[src/rtl/uart_pkg.sv]
// Shared definitions for the UART receive buffer.
// Capture FSM encoding, error-bit positions and entry layout.
package uart_pkg;

   localparam int DATA_W  = 8;
   localparam int ENTRY_W = 11;

   localparam int ERR_PERR = 0;
   localparam int ERR_FERR = 1;
   localparam int ERR_OVF  = 2;

   typedef enum logic [1:0] {
      IDLE     = 2'd0,
      ACK      = 2'd1,
      WAIT_LOW = 2'd2
   } cap_state_t;

endpackage

[src/rtl/uart_rx_fifo_mem.sv]
// Register-array FIFO with first-word-fall-through read port.
// Holds pointers, occupancy and full/empty for the receive buffer.
module uart_rx_fifo_mem
   import uart_pkg::*;
#(
   parameter int DEPTH = 16,
   parameter int AW    = 4
) (
   input  logic               clk,
   input  logic               reset,
   input  logic               wr_en,
   input  logic [ENTRY_W-1:0] wr_data,
   input  logic               rd_en,
   output logic [ENTRY_W-1:0] rd_data,
   output logic               empty,
   output logic               full,
   output logic [AW:0]        count
);

   logic [ENTRY_W-1:0] mem [DEPTH];
   logic [AW-1:0]      wr_ptr;
   logic [AW-1:0]      rd_ptr;
   logic               wr_do;
   logic               rd_do;

   // A pop in the same cycle frees the slot, so a full FIFO still accepts.
   assign wr_do = wr_en & (~full | rd_en);
   assign rd_do = rd_en & ~empty;

   assign empty = (count == '0);
   assign full  = (count == (AW+1)'(DEPTH));

   assign rd_data = empty ? '0 : mem[rd_ptr];

   always_ff @(posedge clk or negedge reset) begin
      if (!reset) begin
         wr_ptr <= '0;
         rd_ptr <= '0;
         count  <= '0;
         for (int i = 0; i < DEPTH; i++) begin
            mem[i] <= '0;
         end
      end else begin
         if (wr_do) begin
            mem[wr_ptr] <= wr_data;
            wr_ptr      <= wr_ptr + AW'(1);
         end
         if (rd_do) begin
            rd_ptr <= rd_ptr + AW'(1);
         end
         if (wr_do && !rd_do) begin
            count <= count + (AW+1)'(1);
         end else if (!wr_do && rd_do) begin
            count <= count - (AW+1)'(1);
         end
      end
   end

endmodule

[src/rtl/uart_rx_fifo.sv]
// UART receive buffer: captures bytes and status from the engine,
// acknowledges with READS, and exposes a FWFT read port.
module uart_rx_fifo
   import uart_pkg::*;
#(
   parameter int DEPTH = 16,
   parameter int AW    = 4
) (
   input  logic              clk,
   input  logic              reset,
   input  logic              RXRDY,
   input  logic [DATA_W-1:0] UART_RDATA,
   input  logic              PERR,
   input  logic              FERR,
   input  logic              OVF,
   output logic              READS,
   input  logic              rd_en,
   output logic [DATA_W-1:0] rd_data,
   output logic [2:0]        rd_err,
   output logic              empty,
   output logic              full,
   output logic [AW:0]       count,
   output logic              drop,
   input  logic              clr_drop
);

   cap_state_t         state_q;
   cap_state_t         state_d;
   logic               reads_d;
   logic               wr_req;
   logic               drop_set;
   logic [ENTRY_W-1:0] wr_entry;
   logic [ENTRY_W-1:0] head;

   always_comb begin
      wr_entry = '0;
      wr_entry[DATA_W-1:0]        = UART_RDATA;
      wr_entry[DATA_W + ERR_PERR] = PERR;
      wr_entry[DATA_W + ERR_FERR] = FERR;
      wr_entry[DATA_W + ERR_OVF]  = OVF;
   end

   always_comb begin
      state_d = state_q;
      reads_d = 1'b0;
      wr_req  = 1'b0;
      unique case (state_q)
         IDLE: begin
            if (RXRDY) begin
               wr_req  = 1'b1;
               reads_d = 1'b1;
               state_d = ACK;
            end
         end
         ACK: begin
            state_d = WAIT_LOW;
         end
         WAIT_LOW: begin
            // Keep clearing while a slow DONE keeps re-setting the flag.
            reads_d = RXRDY;
            if (!RXRDY) begin
               state_d = IDLE;
            end
         end
         default: begin
            state_d = IDLE;
         end
      endcase
   end

   assign drop_set = wr_req & full & ~rd_en;

   always_ff @(posedge clk or negedge reset) begin
      if (!reset) begin
         state_q <= IDLE;
         READS   <= 1'b0;
         drop    <= 1'b0;
      end else begin
         state_q <= state_d;
         READS   <= reads_d;
         if (drop_set) begin
            drop <= 1'b1;
         end else if (clr_drop) begin
            drop <= 1'b0;
         end
      end
   end

   uart_rx_fifo_mem #(
      .DEPTH (DEPTH),
      .AW    (AW)
   ) u_mem (
      .clk     (clk),
      .reset   (reset),
      .wr_en   (wr_req),
      .wr_data (wr_entry),
      .rd_en   (rd_en),
      .rd_data (head),
      .empty   (empty),
      .full    (full),
      .count   (count)
   );

   assign rd_data = head[DATA_W-1:0];
   assign rd_err  = head[ENTRY_W-1:DATA_W];

endmodule

[config.mk]
export PLATFORM = sky130hd
export DESIGN_NAME = uart_rx_fifo
export DESIGN_NICKNAME = d
export VERILOG_FILES = /design/src/rtl/uart_pkg.sv /design/src/rtl/uart_rx_fifo_mem.sv /design/src/rtl/uart_rx_fifo.sv
export SDC_FILE = /design/constraint.sdc
export NUM_CORES = 1
export LEC_CHECK = 0
export CAP_MARGIN = 0
export CORE_ASPECT_RATIO = 1.1
export CORE_MARGIN = 1
export CORE_UTILIZATION = 55
export DETAILED_ROUTE_END_ITERATION = 8
export PLACE_DENSITY = 0.83
export SLEW_MARGIN = 20
export SYNTH_ARGS = -nofsm -noshare
export SYNTH_HDL_FRONTEND = slang
export SYNTH_SLANG_ARGS = --single-unit
export TNS_END_PERCENT = 100
[constraint.sdc]
create_clock -name clk -period 4.1 [get_ports clk]
set_clock_uncertainty 0.2 [all_clocks]
set_input_delay 0.41 -clock clk [delete_from_list [all_inputs] [get_ports clk]]
set_output_delay 0.41 -clock clk [all_outputs]
set_load 0.005 [all_outputs]
==> flow_summary.ini <==
[global_routing]
grt_pass1_wl_mm = 33.7
track_usage = 0.254
grt-ovfl-total = 0
grt_pass1_vias = 5726
grt_max_degree = 119
antenna_found_initial = 0

[logic_synthesis]
post_synth_num_cell_types = 39
synth_nets = 612
synthArstFlopShare = 1.00
synth_area_um2 = 9690
synth-seq-cells = 193
syn_inst = 586
synth_edf_count = 0
synth_area_per_cell_um2 = 16.5
synth-seq-area-share = 0.499
ys.warnings.count = 0
synth_flop_cell = dfrtp_1

[detailed_routing]
wl_met1_mm = 8.96
via_per_inst = 6.10
met2WireLength_mm = 10.6
route.met3.wl_mm = 1.25
wire_per_inst_um = 24.9
ant_nets = 0
drc = 0
routed_wl_mm = 21.2
first_iter_violations = 382
firstDrtPassIters = 5
vias = 5187
highest_layer = met4

[setup_path]
crit_type = flip-flop to output port
crit_path_end = rd_data[6]
required_ps = 3490
reg2reg_setup_slack_ps = 800
crit_fanout = 33
endpoint_kind = output port
reg2reg_from = u_mem.count[0]$_DFFE_PN0P_
reg2regPathDepth = 8
startpoint = u_mem.rd_ptr[0]$_DFFE_PN0P_
critPathArrivalTime_ps = 3040
cp-start-kind = flip-flop
r2r_end = u_mem.count[4]$_DFFE_PN0P_

[hold_path]
hold_path_class = flip-flop to flip-flop
hold_depth = 1

[timing]
worst_pin_slew_ps = 1000
tns_ps = 0
finalCritPeriodShare = 0.891
slew_headroom = 0.331
rsz0062_at_grt = false
setup_viol = 0
drv_slew = 0
fin_crit_ps = 3650
fmax_ghz = 0.274
hold_viol_final = 0

[clock_network]
postCtsSetupBuffers = 0
clockBufferDepth = 2
cts_root_buf = clkbuf_16
cts_tree = done
clock_latency_ps = 440
cts_made_buffers = 17
cts_sinks = 193
h-tree-depth = 4
cts.clk_slew.worst_paths_ps = 70

[layout]
drive_gt1_frac = 0.468
fin_nets = 630
syn_to_final_growth_pct = 11.5
stdcell_area_um2 = 10800
diodes = 0

[placed_design]
placed_cell_area_um2 = 10100
io_buffers = 35
dp_hpwl_mm = 12.5
gp_congestion = 0.762

[floorplanning]
ios = 36
die_height_um = 141
core-area_um2 = 17100
initial_core_util = 0.565
die_w_um = 129
die_area_um2 = 18100
fp-row-count = 50

[flow_run]
max-cap-violations = 0

[pwr]
peakVddDrop_v = 0.000483
p_total_w = 0.00891
power.density_nw_per_um2 = 825
p_leak_nw = 4.78

[outcome]
status = complete, no violations
## area by class of cell
class | instances | area (um2)
multi-input cells | 341 | 4490
clock inverters | 12 | 228
clock buffers | 20 | 457
fillers | 1238 | 6340
flip-flops and latches | 193 | 4830
repair buffers | 47 | 484
inverters | 4 | 15.0
well taps | 234 | 293
## per-layer routing
layer  global-route usage  vias up
met5                    0        -
met4               0.0854        0
met3               0.0497       33
met2                0.413      173
met1                0.343     2787
li1                     -     2194
## worst min path at each step
| stage | end | slack, ps | startpoint |
|---|---|---|---|
| global route | u_mem.mem[53]$_DFFE_PN0P_ | 320 | u_mem.mem[53]$_DFFE_PN0P_ |
| finish | READS$_DFF_PN0_ | 270 | state_q[0]$_DFFE_PN0P_ |
| global placement | READS$_DFF_PN0_ | 250 | state_q[0]$_DFFE_PN0P_ |
| floorplan | READS$_DFF_PN0_ | -90 | reset |
| detailed placement | READS$_DFF_PN0_ | 250 | state_q[0]$_DFFE_PN0P_ |
| CTS | READS$_DFF_PN0_ | 260 | state_q[0]$_DFFE_PN0P_ |
## stage by stage
step | hold WS, ps | util | instances | worst slack (ps)
2_1_floorplan | -85.6 | - | 586 | 1010
3_5_place_dp | 254 | 0.589 | 818 | 674
5_1_grt | 316 | 0.630 | 851 | 254
4_1_cts | 264 | 0.630 | 851 | 419
3_3_place_gp | 250 | 0.589 | 818 | 850
6_report | 266 | 0.630 | 851 | 449
## synth_stat cells, types with 2 or more instances
library cell	n	area, um2
and3_4	14	158
ha_1	9	113
mux4_2	44	991
mux2_4	140	2100
nand2_1	6	22.5
clkbuf_1	19	71.3
a211oi_1	22	165
buf_2	13	65.1
dfrtp_1	193	4830
nor2_1	4	15.0
buf_12	4	80.1
xnor2_1	7	61.3
a21oi_1	2	10.0
buf_6	12	135
mux2i_1	12	120
xor2_1	2	17.5
nor3_1	4	20.0
nor2b_1	12	75.1
o21ai_0	4	20.0
and3_2	2	15.0
mux2_2	39	439
and2b_2	2	17.5
inv_1	4	15.0
## critical path, cell delays in order (launching register included)
cell and delay [ps]:
dfrtp_2 1030, buf_4 300, mux4_2 490, mux2i_1 140
a211oi_1 120, clkdlybuf4s50_1 520
## report_power, final
| group | internal, W | total (W) | switching, W |
|---|---|---|---|
| clock | 0.00118 | 0.00192 | 0.000734 |
| combinational | 0.00230 | 0.00348 | 0.00118 |
| sequential | 0.00276 | 0.00351 | 0.000752 |
| total | 0.00625 | 0.00891 | 0.00267 |
## sequential cells by signal (all words and copies together) (netlist names)
| name | count |
|---|---|
| READS | 1 |
| u_mem.wr_ptr | 4 |
| u_mem.count | 5 |
| state_q | 2 |
| u_mem.rd_ptr | 4 |
| drop | 1 |
| u_mem.mem | 176 |
## timing repair
action                    4_1_cts  5_1_grt
hold endpoints to repair      116        0
resized for setup               0        0
hold buffers                    1        0
## cells in the final DEF (no fill, tap or decap), drive strengths merged, types with 3 or more instances in the layout
cell	instances
and3	16
xnor2	7
buf	11
dfrtp	193
clkbuf	21
mux2	179
bufinv	6
nand2	6
nor3	4
nor2	4
ha	9
mux4	44
inv	6
o21ai	5
a211oi	22
clkinv	3
nor2b	12
clkdlybuf4s50	34
mux2i	12
## cells by family after synthesis
| logic type | count (synthesis) | synth area share |
|---|---|---|
| adder cells (fa/ha/maj) | 10 | 0.0137 |
| multiplexers | 235 | 0.377 |
| flip-flops | 193 | 0.499 |
| AND/OR/NAND/NOR | 51 | 0.0379 |
| XOR/XNOR | 9 | 0.00814 |
| AO/OA/AOI/OAI | 36 | 0.0267 |
| buffers and inverters | 52 | 0.0379 |
(Power assumes the default switching activity.)
